File: config.mk
export PLATFORM = sky130hd
export DESIGN_NAME = usb_spi_bridge
export DESIGN_NICKNAME = d
export VERILOG_FILES = /design/src/rtl/usb_spi_bridge_pkg.sv /design/src/rtl/usb_spi_bridge_spi_shifter.sv /design/src/rtl/usb_spi_bridge.sv
export SDC_FILE = /design/constraint.sdc
export NUM_CORES = 1
export LEC_CHECK = 0
export ABC_AREA = 1
export BUFFER_PORTS_ARGS = -buffer_cell sky130_fd_sc_hd__buf_4
export CORE_ASPECT_RATIO = 2
export CORE_UTILIZATION = 25
export CTS_CLUSTER_DIAMETER = 60
export CTS_CLUSTER_SIZE = 10
export DETAILED_ROUTE_END_ITERATION = 6
export HOLD_SLACK_MARGIN = 0.03
export SYNTH_ARGS = -nofsm -noshare
export SYNTH_HDL_FRONTEND = slang
export SYNTH_SLANG_ARGS = --single-unit
File: constraint.sdc
create_clock -name clk_i -period 1.85 [get_ports clk_i]
set_clock_uncertainty 0.2 [all_clocks]
set_input_delay 0.185 -clock clk_i [delete_from_list [all_inputs] [get_ports clk_i]]
set_output_delay 0.185 -clock clk_i [all_outputs]
set_load 0.1 [all_outputs]
File: src/rtl/usb_spi_bridge_pkg.sv
// Shared constants for the USB-CDC to SPI bridge: command opcodes, error byte
// and the command FSM state encoding.
package usb_spi_bridge_pkg;

  localparam logic [7:0] OP_CS_HIGH = 8'h10;
  localparam logic [7:0] OP_CS_LOW  = 8'h11;
  localparam logic [7:0] OP_XFER    = 8'h20;
  localparam logic [7:0] ERR_BYTE   = 8'hEE;

  typedef enum logic [2:0] {
    IDLE  = 3'd0,
    LEN   = 3'd1,
    DATA  = 3'd2,
    SHIFT = 3'd3,
    PUSH  = 3'd4
  } state_t;

endpackage

File: src/rtl/usb_spi_bridge_spi_shifter.sv
// Mode-0 SPI byte shifter with SCK_DIV prescaler and a start/done handshake.
// USB_SPI_BRIDGE_LOOPBACK_EN feeds mosi back in as the sampled bit.
module spi_shifter #(
  parameter int SCK_DIV = 1
) (
  input  logic       clk,
  input  logic       rst_n,
  input  logic       start,
  input  logic [7:0] tx_byte,
  input  logic       miso,
  output logic       sck,
  output logic       mosi,
  output logic       done,
  output logic [7:0] rx_byte
);

  logic       busy;
  logic [7:0] div_cnt;
  logic [2:0] bit_cnt;
  logic [7:0] sreg;
  logic       tick;
  logic       in_bit;

  assign tick = busy && (div_cnt == 8'(SCK_DIV - 1));

`ifdef USB_SPI_BRIDGE_LOOPBACK_EN
  assign in_bit = mosi;
`else
  assign in_bit = miso;
`endif

  // Completes on the 8th falling edge, by which time the last bit is in sreg.
  assign done    = tick && sck && (bit_cnt == 3'd7);
  assign rx_byte = sreg;

  always_ff @(posedge clk or negedge rst_n) begin
    if (!rst_n) begin
      busy    <= 1'b0;
      div_cnt <= 8'd0;
      bit_cnt <= 3'd0;
      sreg    <= 8'd0;
      sck     <= 1'b0;
      mosi    <= 1'b0;
    end else if (start) begin
      busy    <= 1'b1;
      div_cnt <= 8'd0;
      bit_cnt <= 3'd0;
      sreg    <= tx_byte;
      sck     <= 1'b0;
      mosi    <= tx_byte[7];
    end else if (busy) begin
      if (tick) begin
        div_cnt <= 8'd0;
        sck     <= ~sck;
        // Rising edge samples; falling edge presents the next tx bit.
        if (!sck) begin
          sreg <= {sreg[6:0], in_bit};
        end else if (bit_cnt == 3'd7) begin
          busy <= 1'b0;
          mosi <= 1'b0;
        end else begin
          bit_cnt <= bit_cnt + 3'd1;
          mosi    <= sreg[7];
        end
      end else begin
        div_cnt <= div_cnt + 8'd1;
      end
    end
  end

endmodule

File: src/rtl/usb_spi_bridge.sv
// Command-stream driven SPI master bridging USB CDC OUT/IN byte streams.
// Define USB_SPI_BRIDGE_LOOPBACK_EN to echo XFER data internally (miso ignored).
module usb_spi_bridge
  import usb_spi_bridge_pkg::*;
#(
  parameter int SCK_DIV = 1
) (
  input  logic       clk_i,
  input  logic       rstn_i,
  input  logic [7:0] out_data_i,
  input  logic       out_valid_i,
  output logic       out_ready_o,
  output logic [7:0] in_data_o,
  output logic       in_valid_o,
  input  logic       in_ready_i,
  output logic       sck_o,
  output logic       csn_o,
  output logic       mosi_o,
  input  logic       miso_i
);

  state_t     state, state_n;
  logic [8:0] count, count_n;
  logic [7:0] in_data_n;
  logic       csn_n;
  logic       start;
  logic       done;
  logic [7:0] rx_byte;
  logic       accept;

  // Ready is gated by reset so it reads low while held in reset.
  assign out_ready_o = rstn_i && (state == IDLE || state == LEN || state == DATA);
  assign in_valid_o  = (state == PUSH);
  assign accept      = out_valid_i && out_ready_o;

  spi_shifter #(.SCK_DIV(SCK_DIV)) u_shifter (
    .clk     (clk_i),
    .rst_n   (rstn_i),
    .start   (start),
    .tx_byte (out_data_i),
    .miso    (miso_i),
    .sck     (sck_o),
    .mosi    (mosi_o),
    .done    (done),
    .rx_byte (rx_byte)
  );

  always_ff @(posedge clk_i or negedge rstn_i) begin
    if (!rstn_i) begin
      state     <= IDLE;
      count     <= 9'd0;
      in_data_o <= 8'd0;
      csn_o     <= 1'b1;
    end else begin
      state     <= state_n;
      count     <= count_n;
      in_data_o <= in_data_n;
      csn_o     <= csn_n;
    end
  end

  always_comb begin
    state_n   = state;
    count_n   = count;
    in_data_n = in_data_o;
    csn_n     = csn_o;
    start     = 1'b0;
    case (state)
      IDLE: if (accept) begin
        case (out_data_i)
          OP_CS_HIGH: csn_n = 1'b1;
          OP_CS_LOW:  csn_n = 1'b0;
          OP_XFER:    state_n = LEN;
          default: begin
            in_data_n = ERR_BYTE;
            state_n   = PUSH;
          end
        endcase
      end
      LEN: if (accept) begin
        count_n = (out_data_i == 8'd0) ? 9'd256 : {1'b0, out_data_i};
        state_n = DATA;
      end
      DATA: if (accept) begin
        start   = 1'b1;
        state_n = SHIFT;
      end
      SHIFT: if (done) begin
        in_data_n = rx_byte;
        state_n   = PUSH;
      end
      PUSH: if (in_ready_i) begin
        // Error bytes arrive with count 0; clamp so the count never wraps.
        if (count > 9'd1) begin
          count_n = count - 9'd1;
          state_n = DATA;
        end else begin
          count_n = 9'd0;
          state_n = IDLE;
        end
      end
      default: state_n = IDLE;
    endcase
  end

endmodule

Word-level counts from Yosys, hierarchy flattened
Index checks and enable logic that the tools add are counted.
- bits in registers: 43
- bits in latches: 0
- RAM bits: 0
- memory bits (read-only): 0
- input bits: 13
- output and inout bits: 13
- memories: 0
- $add $sub $neg: 3
- $mul: 0
- divide/modulo/power cells: 0
- magnitude comparators: 1
- eq/ne operators: 17
- shift operators: 0
- muxes and demuxes: 45
- bitwise operators: 1
- reductions and logical operators: 26
- operator list (cell ; number):
    8-bit two-way mux ; 10
    9-bit two-way mux ; 4
    3-bit two-way mux ; 10
    9-bit case mux with 2 select lines ; 1
    8-bit by 5-bit equality test with 1-bit output, second input constant ; 2
    8-bit zero test ; 2
    2-bit != test, second input constant ; 8
    8-bit case mux with 2 select lines ; 1
    1-bit two-way mux ; 15
    3-bit case mux with 5 select lines ; 1
    3-bit AND reduction ; 4
    2-bit nonzero test ; 6
    9-bit by 1-bit greater-than comparator with 1-bit output, second input constant ; 1
    9-bit by 1-bit subtractor with 9-bit output, second input constant ; 1
    8-bit by 1-bit adder with 8-bit output, second input constant ; 1
    8-bit by 6-bit equality test with 1-bit output, second input constant ; 1
    4-bit AND reduction ; 2
    3-bit by 2-bit equality test with 1-bit output, second input constant ; 2
    3-bit equality test, second input constant ; 2
    3-bit case mux with 2 select lines ; 1
    6-bit AND reduction ; 1
    1-bit logical AND ; 5
    3-bit by 1-bit adder with 3-bit output, second input constant ; 1
    3-bit by 1-bit equality test with 1-bit output, second input constant ; 1
    other kinds (9) ; 10

Depth between registers and ports, before layout
Gate-level depths: netlist of run 1.
- depth after elaboration: 9
- mapped depth: 11
- depth with buffers taken out: 11

By module
A second synthesis of run 1 with hierarchy kept.
- cells, all modules: 403
- area, all modules: 2766.4 µm²
- by module, submodules not included (module ; instances ; cells each ; area each (µm²) ; sequential area each (µm²)):
    usb_spi_bridge ; 1 ; 225 ; 1514.0 ; 526.8
    spi_shifter ; 1 ; 178 ; 1252.5 ; 550.5

Least setup slack after synthesis of run 1
OpenSTA, ideal clock, no wires.
- path type: register to output
- start point: reg state[1]
- end point: out out_ready_o
- arrival time: 1876 ps
- path slack: -411 ps
- cell stages (with the launch flop): 4
- buffers on the path: 0
- path through: dfrtp_1 nand2_1 nand2_1 nor2_1
- cells in the longest elaborated chain, start to end: 4
- elaborated cells between the ends (all ways): 6
- those cells by class: eq/ne: 2; reduce/logical: 4
- RTL lines (item ; line ; RTL):
    start, declared ; usb_spi_bridge.sv:22 ; state_t state, state_n;
    start signal, assigned ; usb_spi_bridge.sv:55 ; state <= state_n;
    3-bit by 1-bit equality test with 1-bit output or 3-bit zero test (tied branches) ; usb_spi_bridge.sv:32 ; assign out_ready_o = rstn_i && (state == IDLE || state == LEN || state == DATA);
    1-bit logical OR ; usb_spi_bridge.sv:32 ;
    1-bit logical OR (*) ; usb_spi_bridge.sv:32 ;
    1-bit logical AND (*) ; usb_spi_bridge.sv:32 ;
    end, declared ; usb_spi_bridge.sv:12 ; output logic out_ready_o,
Mark *: on every way between the ends. The rest lies on a longest branch, timed or not.

Worst setup path after layout of run 1
- start point: reg state[1]
- end point: out in_valid_o
- cells in the longest elaborated chain, start to end: 1
- RTL lines (item ; line ; RTL):
    3-bit equality test ; usb_spi_bridge.sv:33 ; assign in_valid_o = (state == PUSH);
    end, declared ; usb_spi_bridge.sv:14 ; output logic in_valid_o,
Every way passes these cells.

==> summary.txt, run 1 <==
Fin. Hold Viols - 0
Post-DP HPWL - 5590 um
peak supply drop - 0.000521 V
die width - 75.8 um
TritonRoute pass-1 iters - 4
IO buf count - 25
Seq/Total Area, Yosys - 39.5%
reg-to-reg slack, setup - 0.06 ns
DR iter-0 viols - 131
# setup viols final - 0
Post-synth ARST share - 100%
max cap viols - 0
first-pass GRT wire length - 11,500 um
R2R cell count - 11
Internal - 3.01 mW
non-filler cells, final - 569
post-synthesis register bit count - 43
Synth top area share - 38.6%
sw frac - 51.2%
gpl congestion - 0.813
Worst setup SP type - register
CTS tree - yes
Critical Path, Cell by Cell - nor2_2, nand2_1, buf_4, inv_4, buf_8
Root Driver - clkbuf_16
Setup TNS - 0 ns
Post-synth EDFFs - 0
Distinct cells, synth - 36
Hold WC Path Type - in2reg
Post-Synthesis Net Count - 400
Ports - 26
Core ar. - 10,500 um2
Worst Hold Margin - 0.0274 ns
crit path max fanout - 11
Synth Area in XOR/XNOR - 0.643%
Power Dens Cells - 1760 nW/um2
share of post-route cells with drive strength above 1 - 24.5%
Compound-Gate Fraction of Synth Area - 8.03%
Period minus WS final - 1.83 ns
Cell Area, Placed - 3100 um2
hold depth - 5
Synth area leader - dfrtp_1
r2r endpoint - in_data_o[0]
Most used DFF post-synth - dfrtp_1
post-route cell area - 3500 um2
ranking of synthesized cells by area - dfrtp_1 (39%), nand2_1 (20%), inv_1 (6.5%)
Clk pwr share - 14.8%
Cell Area, Synth - 2730 um2
Net Sw Power - 3.16 mW
RSZ-0062 raised after global routing - true
Req. time, crit path - 1.46 ns
worst reg2reg startpoint - u_shifter.div_cnt[1]
sequential fraction of design power - 27.2%
most frequent cells in the layout - nand2_1 (133), inv_1 (41), dfrtp_1 (40), buf_4 (36), nor2_1 (34)
DR vias - 2,555
Fillers - 1,117
Leak Pwr - 1.78 nW
synthesized area per cell - 7.15 um2
post-route worst setup slack - 0.0231 ns
routed len/inst - 13.1 um
worst setup path category - reg2out
Final Slew Violations - 0
Synth Area in Adders - 2.75%
Die Ht - 150 um
Yosys warnings - 0
DR vias/cell - 4.49
Congestion Overflow GR - 0
initial antenna violation count - 0
largest net degree at the start of global routing - 27
critical path's slowest cell - dfrtp_2
antenna cell count - 0
area delta synth->final - 28.3%
WL final - 7430 um
vias in the first global route - 2,603
CP endpoint kind - primary output
combinational power share - 57.9%
CP peak stage delay - 0.46 ns
FMAX - 547 MHz
DRC - 0
CTS Buffer Depth - 2
measured slew at the worst slew-check pin - 0.774 ns
worst slack at placement - 0.0135 ns
CTS Buf Count - 5
Period Utilization, post-route - 98.7%
largest family of logic cells by synthesized area - simple AND/OR/NAND/NOR gates
DP Cell Count - 546
clock sinks - 43
clk_lat worst skew - 0.30 ns
commonest non-fill, non-tap cell in the layout - nand2_1
CTS H-tree depth - 2
Hold Path Sink - count[3]
DIE AREA - 11,300 um2
Worst slew margin - 48.2%
Worst-path clk slew - 0.07 ns
outcome - completed
HP Start - out_data_i[3]
GR Util All Layers - 13.7%
Final ANT Viol Nets - 0
initial core utilization - 25.8%
# nets final - 450
row count - 53
Crit path arrival time - 1.44 ns
Synth Instances - 381
Synth Area in Simple Gates - 39.4%
post-synthesis mux area share - 0%
Final Core Density - 33.2%
Total Power - 6.17 mW
## area by class of cell
cell class | count | area [um2] | area share (%)
clock buffers | 5 | 125 | 3.58
clock inverters | 3 | 23.8 | 0.680
flip-flops and latches | 43 | 1080 | 30.9
well taps | 137 | 171 | 4.90
multi-input cells | 282 | 1490 | 42.6
inverters | 51 | 204 | 5.83
repair buffers | 48 | 403 | 11.5
## synth_stat cells (2+ instances only)
cell and count:
buf_6 2, nand3_2 2, a21oi_1 5, o21ai_2 4
buf_4 2, nand4_1 15, nor2_2 4, inv_2 2
nor2_1 36, nand3_1 18, dfrtp_1 42, inv_1 47
nand2_1 142, nand2_4 3, nand2_2 4, ha_1 6
o21ai_1 7, nor3_1 3, or2_2 4, o21ai_0 17
## power by group through the flow
| stage | Combinational, mW | Sequential [mW] | Clock, mW |
|---|---|---|---|
| CTS | 3.20 | 1.65 | 0.936 |
| floorplan | 1.76 | 2.28 | 0 |
| global placement | 3.09 | 1.66 | 0 |
| detailed placement | 3.16 | 1.67 | 0 |
| finish | 3.57 | 1.68 | 0.915 |
| global route | 3.90 | 1.72 | 0.969 |
## logic make-up (layout without fill, tap and decap cells)
kind of cell	after synthesis	in the layout
AND/OR/NAND/NOR	236	237
buffers and inverters	57	107
flip-flops	43	43
AO/OA/AOI/OAI	37	37
adder cells (fa/ha/maj)	6	6
XOR/XNOR	2	2
## flip-flops by register name, summed over array words and instances, names as in the netlist, 3 cells and up
name and cells:
count 9, in_data_o 8, u_shifter.div_cnt 8, u_shifter.rx_byte 8, state 3, u_shifter.bit_cnt 3
## repair_timing
item,in CTS,in global routing
setup buffers,1,7
pin swaps,1,14
hold buffers,5,0
cloned,0,2
endpoints found under the setup margin,7,29
gates resized for setup,3,40
endpoints found under the hold margin,20,0
## worst max-delay path, delay by kind of cell (launching register included)
family        cells  cell delay (ns)
simple gates      2             0.23
flops             1             0.46
buf+inv           3             0.45
## worst max path at each step
| stage | start | to | slack (ns) | depth (start not counted) |
|---|---|---|---|---|
| after floorplan | state[1] | out_ready_o | 0.05 | 3 |
| after global placement | u_shifter.div_cnt[0] | in_data_o[5] | 0.05 | 11 |
| after detailed placement | u_shifter.div_cnt[0] | in_data_o[0] | 0.01 | 11 |
| after CTS | state[1] | in_valid_o | 0.01 | 5 |
| after global routing | u_shifter.div_cnt[1] | in_data_o[0] | -0.06 | 11 |
| final | state[1] | in_valid_o | 0.02 | 5 |
## metal layers
layer | wire length, um | part of all wire [%] | up-vias | GRT usage [%]
li1 | - | - | 1299 | -
met1 | 2590 | 35 | 1201 | 11.6
met2 | 4470 | 60 | 40 | 27.8
met3 | 163 | 2.2 | 15 | 2.29
met4 | 207 | 2.8 | 0 | 6.94
met5 | 0 | 0 | - | 0
Note: power is estimated with default switching activity, not from simulation.
==> run 2, diff against run 1 <==
==> constraint.sdc (replaced) <==
create_clock -name clk_i -period 1.69 [get_ports clk_i]
set_clock_uncertainty 0.2 [all_clocks]
set_input_delay 0.169 -clock clk_i [delete_from_list [all_inputs] [get_ports clk_i]]
set_output_delay 0.169 -clock clk_i [all_outputs]
set_load 0.1 [all_outputs]
==> run 2 against run 1 <==
Net effect: the flow now finishes with violations (negative setup slack); final area increased by 14%; highest routed layer unchanged; critical path depth unchanged; global-route usage increased by 1.3 points; largest power group unchanged; hold slack got worse by 0.0065 ns; total power increased by 20%; via count increased by 6.8%.
==> summary.txt, run 2 (same netlist as run 1, synthesis figures left out) <==
outcome - finished with violations
failing checks - negative setup slack
WL met2 - 4900 um (+9.5%)
CP endpoint kind - primary output
CTS H-tree depth - 2 (unchanged)
Worst-path clk slew - 0.07 ns (about the same)
Fin. Hold Viols - 0 (unchanged)
Crit path arrival time - 1.38 ns (-0.06 ns)
Hold WC Path Type - in2reg
DP Cell Count - 567 (+3.8%)
worst slack at placement - -0.182 ns (-0.196 ns)
CTS Buf Count - 5 (unchanged)
gpl congestion - 0.801 (-1.4%)
Core ar. - 10,500 um2 (unchanged)
# setup viols final - 23 (+23)
measured slew at the worst slew-check pin - 0.546 ns (-0.229 ns)
Worst slew margin - 63.5% (+15 points)
met3 routed WL - 193 um (+18%)
initial core utilization - 25.8% (unchanged)
Final ANT Viol Nets - 0 (unchanged)
Net Sw Power - 3.67 mW (+16%)
Top reg by flops - count
Worst setup SP type - register
FMAX - 570 MHz
DRT met1 WL - 2800 um (+8.4%)
CTS tree - yes
crit path max fanout - 11 (unchanged)
worst setup path category - reg2out
CTS Buffer Depth - 2 (unchanged)
Period minus WS final - 1.75 ns
die width - 75.8 um (unchanged)
row count - 53 (unchanged)
Post-DP HPWL - 5760 um (+3.1%)
non-filler cells, final - 607 (+6.7%)
largest net degree at the start of global routing - 33 (+22%)
Worst Hold Margin - 0.0208 ns (-0.00655 ns)
DIE AREA - 11,300 um2 (unchanged)
Clk pwr share - 14.2% (-0.6 points)
share of post-route cells with drive strength above 1 - 34.9% (+10 points)
sw frac - 49.4% (-1.8 points)
DR vias/cell - 4.49 (about the same)
DRC - 0 (unchanged)
# nets final - 488 (+8.4%)
peak supply drop - 0.000534 V (+2.5%)
Leak Pwr - 1.99 nW (+12%)
Internal - 3.76 mW (+25%)
commonest non-fill, non-tap cell in the layout - nand2_1
initial antenna violation count - 0 (unchanged)
WL final - 8230 um (+11%)
Congestion Overflow GR - 0 (unchanged)
clk_lat worst skew - 0.29 ns (about the same)
TritonRoute pass-1 iters - 5 (+1)
Total Power - 7.42 mW (+20%)
max cap viols - 0 (unchanged)
DR iter-0 viols - 125 (-4.6%)
most frequent cells in the layout - nand2_1 (123), buf_4 (64), dfrtp_1 (41), inv_1 (37), nor2_1 (29)
clock sinks - 43 (unchanged)
Setup TNS - -0.574 ns (-0.574 ns)
Period Utilization, post-route - 104%
Fillers - 1,067 (-4.5%)
Die Ht - 150 um (unchanged)
Power Dens Cells - 1870 nW/um2 (+5.8%)
routed len/inst - 13.6 um (+3.8%)
number of flip-flops in the largest register - 9 (unchanged)
RSZ-0062 raised after global routing - true
area delta synth->final - 45.9%
vias in the first global route - 2,743 (+5.4%)
DR vias - 2,728 (+6.8%)
combinational power share - 61.6% (+3.7 points)
post-route worst setup slack - -0.0631 ns (-0.0862 ns)
Root Driver - clkbuf_16
IO buf count - 25 (unchanged)
first-pass GRT wire length - 12,600 um (+9.6%)
sequential fraction of design power - 24.3% (-2.9 points)
GR Util All Layers - 15.0% (+1.3 points)
DR top layer - met4
antenna cell count - 0 (unchanged)
Ports - 26 (unchanged)
Final Slew Violations - 0 (unchanged)
Req. time, crit path - 1.32 ns (-0.14 ns)
-- run 2: power groups by stage --
stage	combinational, mW	sequential, mW	clock [mW]
after floorplan	1.95	2.49	0
after global placement	3.74	1.76	0
after detailed placement	3.80	1.78	0
after CTS	4.11	1.77	1.08
after global routing	4.96	1.85	1.12
final	4.57	1.80	1.05
-- run 2: path summary, 6_finish.rpt --
check / start / endpoint / slack (ns) / depth (start not counted)
worst max register to register: state[1] / in_data_o[6] / -0.06 / 8
worst max-delay path: state[1] / in_valid_o / -0.06 / 5
min in group asynchronous: rstn_i / in_data_o[7] / 0.32 / 3
worst min register to register: u_shifter.bit_cnt[2] / u_shifter.bit_cnt[2] / 0.28 / 2
worst min-delay path: in_ready_i / state[2] / 0.02 / 3
max in group asynchronous: rstn_i / csn_o / 0.20 / 4
-- run 2: cell type report --
class	count	area, um2	area share [%]
clock buffers	7	153	3.84
clock inverters	1	7.51	0.189
inverters	51	219	5.51
multi-input cells	284	1620	40.7
flip-flops and latches	43	1080	27.1
well taps	137	171	4.31
repair buffers	84	731	18.4
-- run 2: per-layer routing --
layer	global-route usage (%)	vias up
met5	0	-
met4	8.24	0
met3	2.42	23
met2	29.8	46
met1	13.1	1287
li1	-	1372
-- run 2: critical path, stage by stage (launching register included) --
cell	delay (ns)
dfrtp_1	0.43
nor2_2	0.19
nand2_2	0.08
buf_6	0.16
inv_8	0.07
buf_12	0.16
-- run 2: what timing repair did --
action                                  CTS  global route
hold buffers                              8             0
pin swaps                                 7            26
cloned                                    2             1
resized for setup                        24            52
endpoints found under the hold margin    30             0
buffers inserted                          5            16
endpoints found under the setup margin   34            76
-- run 2: metrics by stage --
| step | area (um2) | utilization [%] |
|---|---|---|
| 4_1_cts | 3670 | 34.8 |
| 3_5_place_dp | 3280 | 31.1 |
| 2_1_floorplan | 2750 | - |
| 3_3_place_gp | 3280 | 31.1 |
| 5_1_grt | 3980 | 37.7 |
| 6_report | 3980 | 37.7 |
==> run 3, diff against run 2 <==
--- a/config.mk
+++ b/config.mk
@@ -5,7 +5,7 @@
 export SDC_FILE = /design/constraint.sdc
 export NUM_CORES = 1
 export LEC_CHECK = 0
-export ABC_AREA = 1
+export ABC_AREA = 0
 export BUFFER_PORTS_ARGS = -buffer_cell sky130_fd_sc_hd__buf_4
 export CORE_ASPECT_RATIO = 2
 export CORE_UTILIZATION = 25
==> run 3 against run 2 <==
Net effect: total power down 7.9%; first-iteration DRC count up 8.8%; synthesized cell count down 33%; the flow still finishes with violations (negative setup slack); sequential power down 4%.
==> summary.txt, run 3 <==
Post-synth ARST share - 100% (unchanged)
Synth Area in XOR/XNOR - 0.723% (+0.080 points)
Period minus WS final - 1.89 ns (+0.140 ns)
Root Driver - clkbuf_16
gpl congestion - 0.833 (+4.0%)
CTS H-tree depth - 2 (unchanged)
antenna cell count - 0 (unchanged)
vias in the first global route - 2,659 (-3.1%)
Synth top area share - 43.4% (+4.8 points)
Compound-Gate Fraction of Synth Area - 20.6% (+13 points)
Req. time, crit path - 1.70 ns (+0.38 ns)
routed len/inst - 17.7 um (+30%)
top-count cell post-synth - dfrtp_1
Top reg by flops - count
die width - 71.6 um (-5.6%)
DR vias - 2,555 (-6.3%)
Period Utilization, post-route - 112% (+8.3 points)
post-route worst setup slack - -0.204 ns (-0.140 ns)
Congestion Overflow GR - 0 (unchanged)
Most used DFF post-synth - dfrtp_1
max cap viols - 0 (unchanged)
Cell Area, Placed - 3250 um2 (-0.91%)
measured slew at the worst slew-check pin - 0.437 ns (-0.108 ns)
largest family of logic cells by synthesized area - simple AND/OR/NAND/NOR gates
post-synthesis mux area share - 5.37% (+5.4 points)
Cell Area, Synth - 2420 um2 (-11%)
Leak Pwr - 1.78 nW (-10%)
post-synthesis register bit count - 43 (unchanged)
Synth Area in Simple Gates - 21.7% (-18 points)
synthesized area per cell - 9.46 um2 (+32%)
Post-DP HPWL - 5620 um (-2.4%)
CTS Buf Count - 5 (unchanged)
Die Ht - 141 um (-5.6%)
Worst setup SP type - register
crit path max fanout - 4 (-7)
Synth area leader - dfrtp_1
clk_lat worst skew - 0.29 ns (about the same)
CP endpoint kind - register
outcome - finished with violations
DRC - 0 (unchanged)
GR Util All Layers - 16.3% (+1.3 points)
Yosys warnings - 0 (unchanged)
Distinct cells, synth - 58 (+61%)
Worst slew margin - 70.8% (+7.3 points)
DIE AREA - 10,100 um2 (-11%)
number of flip-flops in the largest register - 9 (unchanged)
IO buf count - 25 (unchanged)
DR vias/cell - 5.41 (+20%)
initial antenna violation count - 0 (unchanged)
Hold WC Path Type - in2reg
Setup TNS - -5.16 ns (-4.58 ns)
peak supply drop - 0.000750 V (+40%)
Post-synth EDFFs - 0 (unchanged)
Ports - 26 (unchanged)
largest net degree at the start of global routing - 32 (-3.0%)
row count - 50 (-5.7%)
CTS Buffer Depth - 2 (unchanged)
Synth Instances - 256 (-33%)
worst setup path category - reg2reg
WL final - 8340 um (+1.4%)
commonest non-fill, non-tap cell in the layout - buf_4
Worst-path clk slew - 0.07 ns (about the same)
RSZ-0062 raised after global routing - true
post-route cell area - 4100 um2 (+3.1%)
Seq/Total Area, Yosys - 44.5% (+4.9 points)
CTS tree - yes
Synth Area in Adders - 3.10% (+0.34 points)
DR iter-0 viols - 136 (+8.8%)
first-pass GRT wire length - 12,700 um (+0.32%)
ranking of synthesized cells by area - dfrtp_1 (43%), mux2i_1 (5.4%), a21oi_1 (3.1%)
TritonRoute pass-1 iters - 4 (-1)
initial core utilization - 25.8% (-0.032 points)
clock sinks - 43 (unchanged)
share of post-route cells with drive strength above 1 - 48.9% (+14 points)
# setup viols final - 41 (+78%)
Power Dens Cells - 1670 nW/um2 (-11%)
Crit path arrival time - 1.91 ns (+0.53 ns)
synth cell count leaders - dfrtp_1 (42), nand2_1 (20), nor2_1 (20)
Fin. Hold Viols - 0 (unchanged)
most frequent cells in the layout - buf_4 (79), dfrtp_1 (40), buf_6 (19), nand2_1 (18), inv_1 (14)
Final Slew Violations - 0 (unchanged)
# nets final - 386 (-21%)
Post-Synthesis Net Count - 275 (-31%)
Core ar. - 9380 um2 (-11%)
Final ANT Viol Nets - 0 (unchanged)
failing checks - negative setup slack
FMAX - 528 MHz (-7.4%)
area delta synth->final - 69.3%
-- run 3: cell count changes after synthesis, moves of 10 or more --
cell and change:
nand3_1 -13, mux2i_1 +13, o21ai_0 -13, nor2_1 -16
inv_1 -30, nand2_1 -122, a21oi_1 +10
-- run 3: report_power, final --
| group | total, mW | leakage [nW] | switching (mW) | internal, mW |
|---|---|---|---|---|
| clock network | 1.11 | 0.0838 | 0.416 | 0.697 |
| registers | 1.73 | 0.509 | 0.353 | 1.38 |
| logic | 3.99 | 1.19 | 2.08 | 1.91 |
| total | 6.84 | 1.78 | 2.84 | 3.99 |
-- run 3: routing by layer --
layer | part of all wire, % | global-route usage (%)
met1 | 35 | 15.6
met2 | 58 | 30.8
met3 | 2.5 | 2.79
met4 | 4.1 | 10.3
met5 | 0 | 0
-- run 3: final timing paths --
path,start,end,slack [ns],depth (start not counted)
max,u_shifter.div_cnt[5],in_data_o[1],-0.20,7
min,out_data_i[1],u_shifter.rx_byte[1],0.03,4
max in group asynchronous,rstn_i,count[0],0.41,3
min in group asynchronous,rstn_i,state[1],0.15,2
min reg2reg,csn_o,csn_o,0.30,2
max reg2reg,u_shifter.div_cnt[5],in_data_o[1],-0.20,7
-- run 3: cell families (layout without fill, tap and decap cells) --
logic type,Yosys count,in the layout
AO/OA/AOI/OAI,75,76
AND/OR/NAND/NOR,91,92
XOR/XNOR,2,2
multiplexers,13,13
buffers and inverters,26,136
adder cells (fa/ha/maj),6,6
flip-flops,43,43
-- run 3: through the flow --
step,utilization [%],power (mW),setup slack (ns),hold slack (ns),std cells
6_report,43.7,6.84,-0.204,0.0316,472
5_1_grt,43.7,7.20,-0.266,0.0460,472
4_1_cts,40.8,6.33,-0.196,0.0322,466
3_5_place_dp,34.7,4.62,-0.243,-0.203,438
3_3_place_gp,34.7,4.53,-0.196,-0.206,438
2_1_floorplan,-,3.47,-0.250,-0.327,256
-- run 3: what timing repair did --
item | CTS | global route
hold buffers | 7 | 0
gates cloned | 1 | 2
buffers inserted | 12 | 4
resized for setup | 57 | 48
hold endpoints to repair | 47 | 0
setup endpoints to repair | 43 | 45
pin swaps | 23 | 32
-- run 3: layout make-up --
class                   instances  area [um2]
repair buffers                110         972
flip-flops and latches         43        1080
inverters                      18        83.8
clock inverters                 3        43.8
well taps                     104         130
multi-input cells             189        1660
fillers                       908        5280
clock buffers                   5         125
-- run 3: critical path, stage by stage, from the launching register on --
cell      delay (ns)
dfrtp_1         0.39
buf_6           0.13
nor4_4          0.27
buf_4           0.18
and4_4          0.26
buf_6           0.11
o211ai_4        0.12
a21oi_1         0.15
